<file path="config.mk">
export PLATFORM = sky130hd
export DESIGN_NAME = prio_dec_flat
export DESIGN_NICKNAME = d
export VERILOG_FILES = /design/src/rtl/prio_dec_if.sv /design/src/rtl/prio_dec.sv /design/src/flat_wrapper.sv
export SDC_FILE = /design/constraint.sdc
export NUM_CORES = 1
export LEC_CHECK = 0
export CORE_MARGIN = 2
export CORE_UTILIZATION = 46
export DETAILED_ROUTE_END_ITERATION = 12
export MAX_ROUTING_LAYER = met4
export PLACE_DENSITY_LB_ADDON = 0.05
export SYNTH_ARGS = -nofsm -noshare
export SYNTH_HDL_FRONTEND = slang
export SYNTH_SLANG_ARGS = --single-unit
</file>
<file path="constraint.sdc">
create_clock -name clk -period 2.2 [get_ports clk]
set_input_delay 0.44 -clock clk [delete_from_list [all_inputs] [get_ports clk]]
set_output_delay 0.44 -clock clk [all_outputs]
set_load 0.1 [all_outputs]
</file>
<file path="src/rtl/prio_dec_if.sv">
// Index-stream in / mask-stream out bundle for prio_dec.
// The slave modport is the decoder side and the master modport is the producer/consumer side.
interface prio_dec_if #(
    parameter int WIDTH = 16
);
    logic             in_valid;
    logic             in_ready;
    logic [7:0]       in_idx;
    logic             in_last;
    logic             out_valid;
    logic             out_ready;
    logic [WIDTH-1:0] out_mask;
    logic [8:0]       out_cnt;
    logic             out_err;

    modport master (
        output in_valid, in_idx, in_last, out_ready,
        input  in_ready, out_valid, out_mask, out_cnt, out_err
    );

    modport slave (
        input  in_valid, in_idx, in_last, out_ready,
        output in_ready, out_valid, out_mask, out_cnt, out_err
    );
endinterface

</file>
<file path="src/rtl/prio_dec.sv">
// Priority decoder: ORs a stream of bit indices into a WIDTH-bit mask.
// The mask is presented on a valid/ready port once the last beat has been accepted.
module prio_dec #(
    parameter  int WIDTH_LOG = 4,
    localparam int WIDTH     = 1 << WIDTH_LOG
) (
    input  logic      clk,
    input  logic      rst,
    prio_dec_if.slave bus
);
    if (WIDTH_LOG < 1 || WIDTH_LOG > 8) begin : g_bad_width
        $error("prio_dec: WIDTH_LOG must be in 1..8");
    end

    typedef enum logic {ACCUM, OUT} state_t;

    state_t           state, state_nxt;
    logic [WIDTH-1:0] acc, acc_nxt;
    logic [8:0]       cnt, cnt_nxt;
    logic             err, err_nxt;
    logic [WIDTH-1:0] onehot;
    logic             in_rng, dup, accept;

    // The compare uses 9 bits so that WIDTH=256 puts every 8-bit index in range.
    assign in_rng = {1'b0, bus.in_idx} < 9'(WIDTH);

    for (genvar i = 0; i < WIDTH; i++) begin : g_dec
        assign onehot[i] = (bus.in_idx == 8'(i));
    end

    assign dup    = |(acc & onehot);
    assign accept = bus.in_valid && bus.in_ready;

    always_comb begin
        state_nxt = state;
        acc_nxt   = acc;
        cnt_nxt   = cnt;
        err_nxt   = err;
        case (state)
            ACCUM: begin
                if (accept) begin
                    if (!in_rng || dup) err_nxt = 1'b1;
                    else                acc_nxt = acc | onehot;
                    cnt_nxt = (cnt == 9'd511) ? cnt : cnt + 9'd1;
                    if (bus.in_last) state_nxt = OUT;
                end
            end
            OUT: begin
                if (bus.out_ready) begin
                    acc_nxt   = '0;
                    cnt_nxt   = '0;
                    err_nxt   = 1'b0;
                    state_nxt = ACCUM;
                end
            end
            default: state_nxt = ACCUM;
        endcase
    end

    always_ff @(posedge clk) begin
        if (rst) begin
            state <= ACCUM;
            acc   <= '0;
            cnt   <= '0;
            err   <= 1'b0;
        end else begin
            state <= state_nxt;
            acc   <= acc_nxt;
            cnt   <= cnt_nxt;
            err   <= err_nxt;
        end
    end

    // The outputs come only from registers, so there is no combinational path from in_* to out_*.
    assign bus.in_ready  = (state == ACCUM) && !rst;
    assign bus.out_valid = (state == OUT);
    assign bus.out_mask  = acc;
    assign bus.out_cnt   = cnt;
    assign bus.out_err   = err;
endmodule
</file>
<file path="src/flat_wrapper.sv">
// flat-port wrapper written by rule: the top's interface ports become plain ports
module prio_dec_flat 
#(
    parameter  int WIDTH_LOG = 4,
    localparam int WIDTH     = 1 << WIDTH_LOG
)
  (clk, rst, bus_in_valid, bus_in_idx, bus_in_last, bus_out_ready, bus_in_ready, bus_out_valid, bus_out_mask, bus_out_cnt, bus_out_err);
  prio_dec_if bus_i ();
  input  logic clk;
  input  logic rst;
  input wire logic [$bits(bus_i.in_valid)-1:0] bus_in_valid;
  input wire logic [$bits(bus_i.in_idx)-1:0] bus_in_idx;
  input wire logic [$bits(bus_i.in_last)-1:0] bus_in_last;
  input wire logic [$bits(bus_i.out_ready)-1:0] bus_out_ready;
  output wire logic [$bits(bus_i.in_ready)-1:0] bus_in_ready;
  output wire logic [$bits(bus_i.out_valid)-1:0] bus_out_valid;
  output wire logic [$bits(bus_i.out_mask)-1:0] bus_out_mask;
  output wire logic [$bits(bus_i.out_cnt)-1:0] bus_out_cnt;
  output wire logic [$bits(bus_i.out_err)-1:0] bus_out_err;
  assign bus_i.in_valid = bus_in_valid;
  assign bus_i.in_idx = bus_in_idx;
  assign bus_i.in_last = bus_in_last;
  assign bus_i.out_ready = bus_out_ready;
  assign bus_in_ready = bus_i.in_ready;
  assign bus_out_valid = bus_i.out_valid;
  assign bus_out_mask = bus_i.out_mask;
  assign bus_out_cnt = bus_i.out_cnt;
  assign bus_out_err = bus_i.out_err;
  prio_dec #(.WIDTH_LOG(WIDTH_LOG)) u_core (.clk(clk), .rst(rst), .bus(bus_i));
endmodule
</file>
Word level (Yosys, flattened, before mapping)
Index checks and enable logic that the tools add are counted.

storage, ports and cells
  logic and storage cells = 56
  bits in registers = 27
  bits of input ports = 13
  output and inout port bits = 28

operators by class
  bitwise logic cells = 3
  equality and inequality tests = 21
  $add $sub $neg = 1
  multiplexer cells = 16
  magnitude comparators = 1
  reductions and logical operators = 10

operators by type and width
  cell                   count
  $eq A8 B4 Y1 const B   8
  $mux W16               3
  $eq A8 B3 Y1 const B   4
  $pmux W16 S2           1
  $mux W9                3
  $pmux W9 S2            1
  $and A16 B16 Y16       1
  $eq A8 B2 Y1 const B   2
  $or A16 B16 Y16        1
  $reduce_or A16 Y1      1
  $add A9 B1 Y9 const B  1
  $eq A9 B9 Y1 const B   1
  $reduce_and A3 Y1      3
  $eq A8 B1 Y1 const B   1
  $logic_not A8 Y1       1
  $lt A8 B5 Y1 const B   1
  $mux W1                6
  $ne A2 B2 Y1 const B   3
  $ne A2 B1 Y1 const B   2
  $pmux W1 S2            2
  $logic_and A1 B1 Y1    2
  $logic_not A1 Y1       2
  $logic_or A1 B1 Y1     1
  $not A1 Y1             1

Depth between registers and ports, before layout
Gate-level depths: netlist (run 1).

  depth in word-level cells = 7
  depth in mapped cells = 9
  depth with buffers taken out = 8

Worst setup path after synthesis (run 1)
OpenSTA, ideal clock, no wires.

  path type = register -> output
  from = reg u_core.state, in the netlist u_core.bus.out_valid
  to = out bus_in_ready
  data required time = 1760 ps
  arrival = 2189 ps
  setup slack = -429 ps
  buffers on the path = 1
  stages on the path, launching flop included = 3
  cells stage by stage = dfxtp_1 buf_6 nor2_1

on the way
  cells in the longest elaborated chain, start to end = 2

RTL lines
  what                      line                RTL
  start: declaration        prio_dec.sv:17      state_t state, state_nxt;
  start signal: assignment  prio_dec.sv:67      state <= state_nxt;
  $not A1 Y1                prio_dec.sv:75      assign bus.in_ready = (state == ACCUM) && !rst;
  $logic_and A1 B1 Y1       prio_dec.sv:75
  end: declaration          flat_wrapper.sv:15  output wire logic [$bits(bus_i.in_ready)-1:0] bus_in_ready;

No other way between the ends.

Final worst setup path (run 1)
  from = reg u_core.cnt[0], in the netlist u_core.bus.out_cnt[0]
  to = reg u_core.cnt[6], in the netlist u_core.bus.out_cnt[6]

on the way
  cells in the longest elaborated chain, start to end = 4
  elaborated cells between the ends (all ways) = 7

RTL lines
  what                      line            RTL
  start: declaration        prio_dec.sv:19  logic [8:0] cnt, cnt_nxt;
  start signal: assignment  prio_dec.sv:69  cnt <= cnt_nxt;
  $add A9 B1 Y9             prio_dec.sv:44  cnt_nxt = (cnt == 9'd511) ? cnt : cnt + 9'd1;
  $mux W9                   prio_dec.sv:44
  $mux W9                   prio_dec.sv:41  if (accept) begin
  $pmux W9 S2               prio_dec.sv:39  case (state)

Parallel ways exist; a longest one is shown, timed or not. The select of a mux whose other input is x is not followed.
A chain may end at the register's enable or synchronous reset.

==> results of run 1 <==
==> final timing paths <==
kind                            endpoint  slack [ps]  cells past startpoint
setup / recovery   u_core.bus.out_cnt[6]         110                      8
hold / removal    u_core.bus.out_mask[1]         490                      2
setup reg to reg   u_core.bus.out_cnt[6]         110                      8
hold reg to reg   u_core.bus.out_mask[1]         490                      2
==> sequential cells by signal, summed over array words and instances, names as in the netlist <==
signal and count:
u_core.bus.out_cnt 9, u_core.bus.out_valid 1, u_core.bus.out_mask 16, u_core.bus.out_err 1
==> kinds of logic after synthesis <==
kind of cell    synth area share, %
buf+inv                        5.21
compound gates                 20.0
simple gates                   24.0
mux                            3.32
fa+ha+maj                      1.90
xor+xnor                       4.64
flops                          40.9
==> worst reg2reg max path: stages (launching register included) <==
cell	delay (ps)
dfxtp_4	390
ha_1	220
nand3_1	90
nor2_1	50
ha_1	180
or4b_4	590
a211oi_4	290
xnor2_1	140
nor2_1	50
==> through the flow <==
| stage | cells | hold slack [ps] |
|---|---|---|
| finish | 228 | 488 |
| global route | 228 | 506 |
| global placement | 224 | 457 |
| detailed placement | 224 | 461 |
| floorplan | 150 | 503 |
| CTS | 228 | 490 |
==> power by group <==
| group | switching, mW | total, mW | internal, mW | leakage (nW) |
|---|---|---|---|---|
| Sequential | 0.00685 | 0.502 | 0.495 | 0.223 |
| Clock | 0.153 | 0.222 | 0.0684 | 0.0177 |
| Combinational | 0.110 | 0.174 | 0.0641 | 0.461 |
| Total | 0.270 | 0.897 | 0.627 | 0.702 |
==> synth_stat cells <==
cell | instances | share of area (%)
a32o_1 | 1 | 0.76
a211oi_2 | 3 | 2.8
ha_1 | 2 | 1.9
o211ai_1 | 1 | 0.57
nor2_1 | 13 | 3.7
o31ai_1 | 5 | 2.8
nor4_1 | 2 | 0.95
o2111ai_1 | 3 | 2.0
a211oi_1 | 1 | 0.57
a221oi_1 | 2 | 1.3
o21ai_0 | 10 | 3.8
xnor2_1 | 7 | 4.6
nand2_1 | 24 | 6.8
or4bb_1 | 1 | 0.85
nand3_1 | 5 | 1.9
nor3b_1 | 3 | 1.7
a21boi_0 | 1 | 0.57
o21bai_1 | 1 | 0.57
o32ai_1 | 1 | 0.66
o311a_1 | 1 | 0.76
and2_1 | 1 | 0.47
mux2i_1 | 1 | 0.76
o21a_1 | 1 | 0.57
buf_2 | 1 | 0.38
mux2_2 | 3 | 2.6
nand4_1 | 2 | 0.95
and4b_1 | 3 | 2.3
nand2b_1 | 4 | 1.9
nor2b_1 | 3 | 1.4
buf_6 | 3 | 2.6
a21oi_1 | 2 | 0.76
or4b_4 | 1 | 1.0
clkbuf_1 | 4 | 1.1
inv_1 | 4 | 1.1
dfxtp_1 | 27 | 41
a31oi_1 | 3 | 1.4
==> cell type report <==
type | instances | area [sq um] | share of cell area (%)
flip-flops and latches | 27 | 557 | 31.1
repair buffers | 51 | 425 | 23.8
multi-input cells | 111 | 726 | 40.6
clock inverters | 1 | 5.00 | 0.280
well taps | 31 | 38.8 | 2.17
clock buffers | 3 | 22.5 | 1.26
inverters | 4 | 15.0 | 0.839
==> metal layers <==
metal	routed length [um]	part of all wire [%]	track usage [%]
met5	0	0	-
met4	42	1.4	7.31
met3	132	4.4	2.72
met2	1420	47	32.1
met1	1410	47	26.3
==> impl_summary.md, run 1 <==
CTS
The total clock buffers created by CTS is 3. Post-CTS timing repair inserted 0 buffers for setup. The latest clock arrival within the worst-skew pair is approximately 330 ps.

In this run the deepest clock path goes through 2 buffers. In this run the number of H-tree levels came out at 1. The CTS tree is built. The number of gates given a new drive strength after cts is 0. The number of hold buffers added after CTS is 0. After clock tree synthesis, the clock-pin slew on the worst setup and hold paths is about 150 ps. The tree built by TritonCTS fans out to 27 sinks. The cell chosen for the clock root is clkbuf_4.

Critical path
The family with the most delay on the worst path is simple AND/OR/NAND/NOR gates. Walking the worst path, the cells encountered are ha_1, nand3_1, nor2_1, ha_1, or4b_4, a211oi_4, xnor2_1, nor2_1. The maximum net fanout on the critical path is 11.

The type of the setup path with the least slack is flop to flop. The critical path endpoint category is a flop. The combined buffer and inverter count along the critical path is 0. The critical path launch point is u_core.bus.out_cnt[0]. In this design, the stage delay of the slowest critical-path cell is 590 ps. The startpoint identified for the worst register-to-register timing path is u_core.bus.out_cnt[0]. Data arrives at the worst endpoint at ~2300 ps. The slowest stage of the critical path belongs to the cell or4b_4. The critical path required time is 2440 ps. The worst setup path is launched from a flop.

STA
The maximum achievable frequency is between 400 and 500 MHz. The final-report max-slew violation count is 0. The actual slew at the worst max-slew pin is 433 ps. The total negative slack is 0 ps. The final critical path takes up 94.8% of the cycle.

The number of setup violations in the final report is 0. Setup repair after global routing left no endpoint under its margin. The largest clock skew in the final design is 9.58 ps. Measured against its own limit, the worst slew margin works out to a little under three quarters. The final hold violation count is 0. The shortest clock period the worst path allows after layout is 2090 ps. Setup slack closes at 114 ps.

Power
The analysis attributes to cell leakage a power of between 0.7 and 0.8 nW. The maximum vdd ir drop is approximately 350 uV. The cell area power density is 501 nW/um^2. The post-route total power is 0.897 mW.

Floorplanning
After floorplanning, the core was divided into 19 placement rows. Measured along the x axis, the die boundary spans 57.6 um. The die covers 3310 sq um. Once the floorplan was initialized, standard cells occupied 48.3% of the core. From bottom edge to top edge, the die measures 57.6 um.

The number of top-level pins is 41. The region available for standard cell placement spans 2730 sq um.

Detailed routing
The iteration-0 DRC count of the detailed router is 40. For this run, design rule violations remaining after detail routing come to 0. The mean routed wirelength per cell is 13.2 um. Dividing the detail-routed via count by the number of cells gives 5.54. In this run the remaining antenna-violating nets after routing total 0. The wire length after detailed routing is approximately 3000 um.

The number of iterations in the first detailed-routing pass is 4. For this block, the via count after detailed routing is 1,262.

Layout
The layout has roughly 240 filler cells. The library cell used most frequently in the layout, excluding fill and tap cells, is buf_4. The number of antenna diodes in the final layout is 0.

Relative to the synthesized area, the layout overhead comes to 35.5%. Once layout is complete, the utilization of the core stands at 65.4%. The final-stage net count is 213.

The top cell types in the final layout, fill and taps aside, are buf_4 (38), nand2_1 (24), dfxtp_1 (18), nor2_1 (12), clkdlybuf4s50_1 (12). Summing all non-filler instances in the final layout gives an area of about 1800 sq um. In the final layout, the share of cells above drive strength 1 is 31.0%.

GRT
Entering global routing, the biggest net connects 23 pins. Global routing used 20.2% of the available tracks across all layers. The via count of the first global-routing pass is 1,190. The number of antenna violations at the first check in global routing is 0. After global routing the overflow that remains totals 0.

The wire length of the first global-routing pass is 5130 um.

Placed design
The detailed placer's ending HPWL is 2330 um. The area after detailed placement is around 1700 sq um. Routability-driven placement finished with a final weighted congestion of 0.802. The number of port buffers is 40. Before CTS, the worst setup slack after placement is -63.5 ps.

Synth
In the synthesized netlist, the number of instances is 150. The number of distinct library cells after synthesis is 36. The number of nets produced by synthesis is 165. The area of the mapped netlist is 1320 sq um.

After synthesis, the mean cell area works out to roughly 8.8 sq um. The Yosys warning count is 0. The synthesized flop and latch total is 27. The share of the Yosys chip area taken by registers is 40.9%.

Min path
The hold path startpoint is u_core.bus.out_mask[1]. In this run the worst hold path is classified as flop to flop.

Flow run
Max-cap violations in this run came to 0.

Outcome
The run finished with clean final reports.
Note: power is estimated with default switching activity, not from simulation.
==> run 2, diff against run 1 <==
--- a/config.mk
+++ b/config.mk
@@ -5,11 +5,13 @@
 export SDC_FILE = /design/constraint.sdc
 export NUM_CORES = 1
 export LEC_CHECK = 0
+export ABC_AREA = 1
 export CORE_MARGIN = 2
-export CORE_UTILIZATION = 46
+export CORE_UTILIZATION = 47
 export DETAILED_ROUTE_END_ITERATION = 12
 export MAX_ROUTING_LAYER = met4
 export PLACE_DENSITY_LB_ADDON = 0.05
+export SLEW_MARGIN = 20
 export SYNTH_ARGS = -nofsm -noshare
 export SYNTH_HDL_FRONTEND = slang
 export SYNTH_SLANG_ARGS = --single-unit
==> impl_summary.md, run 2 <==
Detailed routing
In this run, the number of DRC markers left after iteration 0 of detailed routing was just under 80. In this run the remaining antenna-violating nets after routing total 0. For this run, design rule violations remaining after detail routing come to 3. The pre-antenna-repair detailed-routing pass consisted of 8 iterations. After detailed routing, the average wire length per cell comes to 11.0 um. Using the TritonRoute via totals, the vias-per-cell ratio works out to 4.98.

The routed layout has 1,455 vias. For this block, the routed nets add up to 3200 um of wire.

Power
The maximum vdd ir drop is 274 uV. The portion of total power attributed to sequential cells is 56.0%. The design internal power is about 0.62 mW. The cell area power density is around 470 nW/um^2. Net switching is about 30% of the power. In this run, the combinational gates consume a little under a fifth of the power. The relative contribution of the clock network to total power is 25.8%. The analysis attributes to net switching a power of 0.271 mW.

Summed over all cells, the static leakage comes to 0.821 nW.

CTS
The buffer count from post-CTS setup fixing is 0. The CTS tree is built. The number of gates given a new drive strength after cts is 0.

CTS built an H-tree with a depth of 1. In this run the deepest clock path goes through 2 buffers. The number of clock buffers added by TritonCTS is 3. Clock-pin slew was measured on the worst setup and hold paths at 160 ps. Clock tree synthesis found a total of 27 sinks. The number of hold buffers added after CTS is 0.

The tree is rooted in a clkbuf_4. The latest clock arrival within the worst-skew pair is 330 ps.

Synth
Counting instances in the post-synthesis netlist gives the leading cell types as inv_1 (36), nand2_1 (34), dfxtp_1 (27), nor2_1 (27), a21oi_1 (26). The number of distinct library cells after synthesis is 23. The number of nets produced by synthesis is about 230. The cell type contributing the most total cell area after synthesis is dfxtp_1. The cell count after synthesis came out at 210. After synthesis the cells add up to 1410 sq um.

Ranked by total cell area, the synthesized netlist is headed by dfxtp_1 (38%), inv_1 (9.6%), a21oi_1 (9.2%), nand2_1 (9.1%), nand4_1 (7.5%). The leading cell type by number of instances after synthesis is inv_1. The share of synthesized area in the top cell type comes to 38.3%.

The post-synthesis async set-or-reset flop share is 0%. The average instance area after synthesis is around 6.7 sq um. The Yosys warning count is 0.

Among all flip-flop cells after synthesis, the most frequent one is dfxtp_1. The number of synthesized flops with an enable pin is 0. Synthesis inferred 27 register bits.

The post-synthesis sequential area ratio is 38.3%.

STA
Subtracting the final worst setup slack from the clock period gives 1870 ps. The final-report max-slew violation count was 0. The actual slew at the worst max-slew pin is 294 ps.

In this run the tightest slew margin relative to its limit is 80.3%. The total negative slack is 0 ps. The largest clock skew in the final design is slightly above 8 ps.

The final cycle utilization of the critical path is between 80% and 90%. The final worst slack is 332 ps. The tightest hold path in the finished design has a slack of approximately 460 ps. The number of setup violations in the final report is 0. The final hold violation count is 0. Setup repair after global routing left no endpoint under its margin. The maximum achievable frequency is 535 MHz.

Layout
The share of layout cells above drive strength 1 is 23.0%. The register with the most flip-flops in the layout has 16 of them. Leaving out fill and tap cells, the most frequent cells in the layout are inv_1 (36), buf_4 (36), nand2_1 (34), nor2_1 (27), a21oi_1 (26).

The post-layout utilization of the core is 67.5%. The repair_antennas step left the layout with diodes totalling 0. After filler insertion, the fill cell instance count of the layout stands at 268. At the end of the flow, the number of nets in the layout was 277. The area overhead of the layout relative to synthesis is 34.3%.

GRT
The first global-routing pass estimated between 5000 and 6000 um of wire. Summed over all layers, the global routing overflow is 0. The total routing usage reported by global routing is between 10% and 20%. For this run, global-route usage on met2 was measured as about 28%. The most crowded layer after global routing is met1. The number of antenna violations at the first check in global routing came to 0.

Entering global routing, the biggest net connects 18 pins. The via count of the first global-routing pass is 1,186. The met3 layer usage reported by global route is under 10%. In the global route stage, met1 resource usage came out at 28.9%.

Outcome
The final reports fail on design-rule violations. The flow ran to the end, but the final reports show violations.

Floorplanning
The number of top-level pins is a little over 40. For this configuration, the core starts out at a cell density of 50.3%. The floorplan step set the die height to 58.8 um. Measured along the x axis, the die boundary spans 58.8 um. The core region area is 2810 sq um. After floorplanning, the core was divided into 19 placement rows. The floorplan die area is 3450 sq um.

Critical path
In this run the register-to-register setup slack is 390 ps. The number of cells on the worst reg-to-reg path is 11. The startpoint type of the worst setup path is an input pin. The reg-to-reg critical path endpoint is u_core.bus.out_cnt[7].

The worst register-to-register path begins at u_core.bus.out_cnt[0]. The critical path required time is approximately 2500 ps. The maximum net fanout on the critical path is 4. The critical path data arrival time is 2140 ps. The type of the setup path with the least slack is input pin to flop.

The critical path endpoint category is a flop.

Flow run
The tool flagged a number of max-cap violations equal to 0.

Placed design
Timing analysis after detailed placement gives a worst setup slack of -4.96 ps. Summed over all nets, the half-perimeter wirelength after detailed placement is about 2500 um. Routability-driven placement finished with a final weighted congestion of 0.871. The number of port buffers is 40.

Min path
The hold-critical path depth is 2. The startpoint identified for the worst hold timing path is u_core.bus.out_cnt[4]. The class of the tightest hold or removal check is flop to flop. The path with the worst hold slack has its endpoint at u_core.bus.out_cnt[4].
==> run 2: changes by cell type in the layout (fill, tap and decap cells not counted), moves of 7 or more <==
cell	before	now
a21oi_1	2	26
inv_1	4	36
nand2_1	24	34
nand3_1	5	15
nand4_1	2	17
nor2_1	12	27
xnor2_1	7	0
==> run 2: logic make-up after synthesis <==
logic type | after synthesis | synth area share, %
flip-flops | 27 | 38.3
AO/OA/AOI/OAI | 33 | 12.2
buffers and inverters | 43 | 12.1
AND/OR/NAND/NOR | 105 | 35.7
adder cells (fa/ha/maj) | 2 | 1.77
==> run 2: power by group through the flow <==
stage | combinational [mW] | sequential [mW] | clock [mW]
2_1_floorplan | 0.0629 | 0.544 | 0
3_3_place_gp | 0.161 | 0.509 | 0
3_5_place_dp | 0.162 | 0.509 | 0
4_1_cts | 0.162 | 0.499 | 0.238
5_1_grt | 0.174 | 0.500 | 0.247
6_report | 0.162 | 0.498 | 0.230
==> run 2: worst max path at each step <==
stage	startpoint	endpoint	slack (ps)	cells after the start
floorplan	u_core.bus.out_valid	bus_in_ready	30	3
global placement	bus_in_idx[1]	u_core.bus.out_mask[1]	20	12
detailed placement	bus_in_idx[1]	u_core.bus.out_mask[0]	-5	12
CTS	bus_in_idx[1]	u_core.bus.out_mask[0]	350	12
global route	bus_in_idx[1]	u_core.bus.out_mask[14]	200	12
finish	bus_in_idx[1]	u_core.bus.out_mask[0]	330	12
==> run 2: stage by stage <==
step	area [sq um]	cells	total power, mW
final	1890	292	0.890
after global routing	1890	292	0.921
after CTS	1890	292	0.899
after detailed placement	1860	288	0.671
after global placement	1860	288	0.670
after floorplan	1420	210	0.607
==> run 2: cell type report <==
cell class              instances  area, sq um  area share [%]
multi-input cells             140          699            36.9
flip-flops and latches         27          546            28.8
repair buffers                 50          430            22.7
inverters                      40          150            7.93
well taps                      31         38.8            2.05
clock buffers                   3         22.5            1.19
clock inverters                 1         7.51           0.396
==> run 2: worst max-delay path, stage by stage <==
cell	delay [ps]
clkdlybuf4s50_1	530
inv_1	60
nand2_1	140
nor2_1	90
nand3_1	80
nand2_1	50
nor2_1	140
nand3_2	110
nor2_4	140
buf_4	140
nand3_1	70
a21oi_1	140
==> run 2: metal layers <==
metal  up-vias  share of wire (%)
met1       620                 52
met4         0               0.63
met5         -                  0
met2        44                 42
met3         2                5.4
li1        789                  -
